`src/rtl/aaa_aclk_counter.sv`:
```
// Seconds counter and HH:MM BCD time-of-day register for the alarm clock.
// Counts one_second pulses, rolls minutes/hours, and accepts validated time loads.
module aaa_aclk_counter (
  input  logic       clock,
  input  logic       reset,
  input  logic       one_second,
  input  logic       reset_count,
  input  logic       load_new_c,
  input  logic [3:0] new_ms_hr,
  input  logic [3:0] new_ls_hr,
  input  logic [3:0] new_ms_min,
  input  logic [3:0] new_ls_min,
  output logic [3:0] current_ms_hr,
  output logic [3:0] current_ls_hr,
  output logic [3:0] current_ms_min,
  output logic [3:0] current_ls_min,
  output logic       one_minute
);

  typedef struct packed {
    logic [3:0] ms_hr;
    logic [3:0] ls_hr;
    logic [3:0] ms_min;
    logic [3:0] ls_min;
  } hhmm_t;

  localparam logic [5:0] SEC_LAST = 6'd59;

  logic [5:0] sec_cnt;
  logic [5:0] sec_cnt_nxt;
  logic       sec_wrap;
  logic       new_valid;
  hhmm_t      cur_time;
  hhmm_t      new_time;
  hhmm_t      adv_time;
  hhmm_t      nxt_time;

  assign new_time = '{new_ms_hr, new_ls_hr, new_ms_min, new_ls_min};

  // A load is accepted only if it is a legal 24-hour BCD time.
  assign new_valid = (new_ms_hr  <= 4'd2) &&
                     (new_ls_hr  <= 4'd9) &&
                     (new_ms_min <= 4'd5) &&
                     (new_ls_min <= 4'd9) &&
                     !((new_ms_hr == 4'd2) && (new_ls_hr > 4'd3));

  // Seconds: clear beats count; a clear also suppresses the minute advance.
  always_comb begin
    // NOTE: every combinational output gets a default first so no path infers a latch.
    sec_wrap    = 1'b0;
    sec_cnt_nxt = sec_cnt;
    if (reset_count) begin
      sec_cnt_nxt = '0;
    end else if (one_second) begin
      if (sec_cnt == SEC_LAST) begin
        sec_cnt_nxt = '0;
        sec_wrap    = 1'b1;
      end else begin
        sec_cnt_nxt = sec_cnt + 6'd1;
      end
    end
  end

  // Current time plus one minute, with BCD carries through minutes and hours.
  always_comb begin
    adv_time = cur_time;
    if (cur_time.ls_min != 4'd9) begin
      adv_time.ls_min = cur_time.ls_min + 4'd1;
    end else begin
      adv_time.ls_min = 4'd0;
      if (cur_time.ms_min != 4'd5) begin
        adv_time.ms_min = cur_time.ms_min + 4'd1;
      end else begin
        adv_time.ms_min = 4'd0;
        if ((cur_time.ms_hr == 4'd2) && (cur_time.ls_hr == 4'd3)) begin
          adv_time.ms_hr = 4'd0;
          adv_time.ls_hr = 4'd0;
        end else if (cur_time.ls_hr == 4'd9) begin
          adv_time.ms_hr = cur_time.ms_hr + 4'd1;
          adv_time.ls_hr = 4'd0;
        end else begin
          adv_time.ls_hr = cur_time.ls_hr + 4'd1;
        end
      end
    end
  end

  // A load request owns the digits that edge, even when rejected as invalid.
  always_comb begin
    nxt_time = cur_time;
    if (load_new_c) begin
      if (new_valid) nxt_time = new_time;
    end else if (sec_wrap) begin
      nxt_time = adv_time;
    end
  end

  // NOTE: sequential state uses non-blocking assignments so all registers update together.
  always_ff @(posedge clock or negedge reset) begin
    if (!reset) begin
      sec_cnt    <= '0;
      cur_time   <= '0;
      one_minute <= 1'b0;
    end else begin
      sec_cnt    <= sec_cnt_nxt;
      cur_time   <= nxt_time;
      one_minute <= sec_wrap;
    end
  end

  assign current_ms_hr  = cur_time.ms_hr;
  assign current_ls_hr  = cur_time.ls_hr;
  assign current_ms_min = cur_time.ms_min;
  assign current_ls_min = cur_time.ls_min;

endmodule

```
`config.mk`:
```
export PLATFORM = sky130hd
export DESIGN_NAME = aaa_aclk_counter
export DESIGN_NICKNAME = d
export VERILOG_FILES = /design/src/rtl/aaa_aclk_counter.sv
export SDC_FILE = /design/constraint.sdc
export NUM_CORES = 1
export LEC_CHECK = 0
export ABC_AREA = 1
export BUFFER_PORTS_ARGS = -buffer_cell sky130_fd_sc_hd__buf_2
export CORE_MARGIN = 3
export CORE_UTILIZATION = 44
export DETAILED_ROUTE_END_ITERATION = 10
export GPL_TIMING_DRIVEN = 1
export PLACE_DENSITY_LB_ADDON = 0.12
export SYNTH_ARGS = -nofsm -noshare
export SYNTH_HDL_FRONTEND = slang
export SYNTH_SLANG_ARGS = --single-unit
```
`constraint.sdc`:
```
create_clock -name clock -period 2.6 [get_ports clock]
set_input_delay 0.26 -clock clock [delete_from_list [all_inputs] [get_ports clock]]
set_output_delay 0.26 -clock clock [all_outputs]
set_load 0.02 [all_outputs]
```
==> impl_metrics.env <==
export IMPL_die_x_um=65.3
export IMPL_cts_made_buffers=3
export IMPL_ys_types=29
export IMPL_rr_startpoint="sec_cnt[1]"
export IMPL_timing_critical_path_mode_cell="nand2_1"
export IMPL_syn_inst=218
export IMPL_wire_per_inst_um=11.5
export IMPL_grt_overflow_total=0
export IMPL_first_global_vias=1292
export IMPL_min_period_ns=1.69
export IMPL_path_clk_slew_ns=0.13
export IMPL_path_buf_inv=0
export IMPL_rows=20
export IMPL_ios=38
export IMPL_yosys_top_cells_count="nand2_1 (70), nand3_1 (27), dfrtp_1 (23), inv_1 (17), nor2_1 (17)"
export IMPL_start_util_pct=48.4
export IMPL_post_route_worst_setup_slack_ns=0.912
export IMPL_postLayoutCoreUtil_pct=56.2
export IMPL_period_share_pct=64.9
export IMPL_cts_tree="done"
export IMPL_setup_tns_final_ns=0
export IMPL_worstSkewPairLatency_ns=0.31
export IMPL_drv_cap=0
export IMPL_r2r_setup_slack_ns=0.91
export IMPL_p_switching_uw=285
export IMPL_drtAntennaViolNets=0
export IMPL_pwr_share_comb_pct=27.3
export IMPL_holdPathStages=2
export IMPL_ys_ff_latch=23
export IMPL_holdCritPathClass="in -> reg"
export IMPL_cts_root_buf="clkbuf_4"
export IMPL_synth_most_common_cell="nand2_1"
export IMPL_critical_path_max_stage_delay_ns=0.40
export IMPL_slowest_stage="dfrtp_1"
export IMPL_rsz0062_at_grt="no"
export IMPL_vias_per_cell=4.93
export IMPL_port_buffers=37
export IMPL_fill_cells=341
export IMPL_fin_area_um2=1800
export IMPL_worstSetupEndpointType="flop"
export IMPL_cp_start_kind="flop"
export IMPL_synth_async_reset_ratio_pct=100
export IMPL_drive_gt1_share_pct=21.9
export IMPL_power_density_nw_per_um2=449
export IMPL_die_area_um2=4270
export IMPL_placed_cell_area_um2=1760
export IMPL_grt_max_degree=24
export IMPL_syn_area_per_cell_um2=7.11
export IMPL_pwr_share_clk_pct=20.2
export IMPL_yosysTopAreaCell="dfrtp_1"
export IMPL_cts_max_level=1
export IMPL_ys_flop_type="dfrtp_1"
export IMPL_syn_area_um2=1550
export IMPL_internal_power_uw=522
export IMPL_dp_slack_ns=0.772
export IMPL_wl_um=3460
export IMPL_synth_top_area_share_pct=37.2
export IMPL_final_setup_viol_count=0
export IMPL_vdd_ir_drop_max_v=0.000341
export IMPL_finalHoldViolCount=0
export IMPL_seq_power_share_pct=52.4
export IMPL_antenna_cells=0
export IMPL_drtPass1Iterations=4
export IMPL_area_delta_synth_final_pct=16.2
export IMPL_yosysWarningCount=0
export IMPL_grt_pass1_wl_um=5820
export IMPL_relSlewSlack_pct=65.3
export IMPL_cts_buffer_depth=2
export IMPL_vias=1479
export IMPL_synth_edf_count=0
export IMPL_worst_r2r_path_depth=8
export IMPL_total_power_uw=808
export IMPL_cts_sinks=23
export IMPL_critical_path_class="reg -> reg"
export IMPL_hold_path_endpoint="one_minute"
export IMPL_finClkSkew_ns=0.00609
export IMPL_worst_pin_slew_ns=0.520
export IMPL_path_cells="ha_1 -> nand3_1 -> nor2_1 -> nand3_1 -> nand2_2 -> nand2_1 -> nand2_1 -> nand2_1"
export IMPL_synth_seq_area_share_pct=37.2
export IMPL_die_y_um=65.3
export IMPL_synth_area_leaders="dfrtp_1 (37%), nand2_1 (17%), nand3_1 (8.7%), o21ai_0 (5.2%), inv_1 (4.1%)"
export IMPL_coreArea_um2=3200
export IMPL_arrival_ns=1.90
export IMPL_switching_share_pct=35.3
export IMPL_track_usage_pct=17.0
export IMPL_path_delay_family="simple AND/OR/NAND/NOR gates"
export IMPL_status="completed"
export IMPL_fmax_mhz=592
export IMPL_drt_first_iter_violations=100
export IMPL_globalplace_congestion=0.899
export IMPL_worstHoldStart="reset_count"
export IMPL_dp_hpwl_um=2660
export IMPL_p_leak_uw=0.000945
export IMPL_r2r_end="current_ms_min[1]"
export IMPL_antenna_found_initial=0
export IMPL_num_nets_final=283
export IMPL_drv_slew=0
export IMPL_synth_fp_nets=244
export IMPL_cp_max_fo=12
export IMPL_required_ns=2.82
export IMPL_drc=0
-- routing by layer --
layer | vias to the layer above | share of wire (%) | track usage [%]
met1 | 669 | 50 | 24.9
met4 | 0 | 0.58 | 2.33
met2 | 24 | 45 | 25.9
met3 | 2 | 4.5 | 3.93
met5 | - | 0 | 0
li1 | 784 | - | -
-- cells in the final DEF (no fill, tap or decap), drive strengths merged, types with 2 or more instances in the layout --
cell type  synthesis  routed
a31oi              2       2
buf                4      37
dfrtp             23      23
xor2               4       4
nor3               2       2
clkbuf             0       3
nand2             74      74
inv               21      21
nand4              5       5
a21oi              4       4
nand3             28      28
o21ai             19      19
ha                 5       5
nor2              21      21
-- worst max-delay path by stage --
stage	from	endpoint	slack, ns	cells past startpoint
after floorplan	current_ls_hr[0]	current_ms_hr[0]	1.06	10
after global routing	sec_cnt[1]	current_ms_min[0]	0.74	8
after CTS	sec_cnt[1]	current_ms_min[1]	0.90	8
after global placement	load_new_c	current_ms_min[2]	0.85	10
after detailed placement	load_new_c	current_ms_min[1]	0.77	10
final	sec_cnt[1]	current_ms_min[1]	0.91	8
-- final cells by class --
cell class / instances / area [um2] / area share [%]
Inverter: 21 / 78.8 / 4.38
Sequential cell: 23 / 576 / 32.0
Tap cell: 44 / 55.1 / 3.06
Clock inverter: 1 / 5.00 / 0.278
Clock buffer: 3 / 22.5 / 1.25
Timing Repair Buffer: 38 / 195 / 10.8
Multi-Input combinational cell: 170 / 868 / 48.2
-- logic make-up after synthesis --
kind of cell / after synthesis / share of synthesized area (%)
AND/OR/NAND/NOR: 132 / 38.5
AO/OA/AOI/OAI: 28 / 10.7
buffers and inverters: 25 / 6.78
flip-flops: 23 / 37.2
XOR/XNOR: 5 / 2.83
adder cells (fa/ha/maj): 5 / 4.04
-- sequential cells by signal, indices dropped and copies added, names as in the netlist --
signal          cells
current_ms_hr       4
sec_cnt             6
one_minute          1
current_ls_hr       4
current_ms_min      4
current_ls_min      4
-- what timing repair did --
action / CTS / global route
buffers inserted: 0 / 0
hold buffers: 1 / 0
hold endpoints to repair: 23 / 0
resized for setup: 0 / 0
-- power groups by stage --
| stage | Sequential (uW) | Combinational (uW) | Clock [uW] |
|---|---|---|---|
| floorplan | 457 | 116 | 0 |
| global placement | 430 | 221 | 0 |
| detailed placement | 431 | 219 | 0 |
| CTS | 423 | 222 | 170 |
| global route | 431 | 249 | 194 |
| finish | 424 | 221 | 164 |
-- through the flow --
step | cells | hold WS [ns]
floorplan | 218 | -0.0356
global placement | 295 | 0.271
detailed placement | 295 | 0.263
CTS | 300 | 0.115
global route | 300 | 0.113
finish | 300 | 0.125
-- worst reg2reg max path: stages (launching register included) --
cell,delay [ns]
dfrtp_1,0.40
ha_1,0.21
nand3_1,0.09
nor2_1,0.23
nand3_1,0.16
nand2_2,0.21
nand2_1,0.15
nand2_1,0.09
nand2_1,0.05
Note: power is estimated with default switching activity, not from simulation.
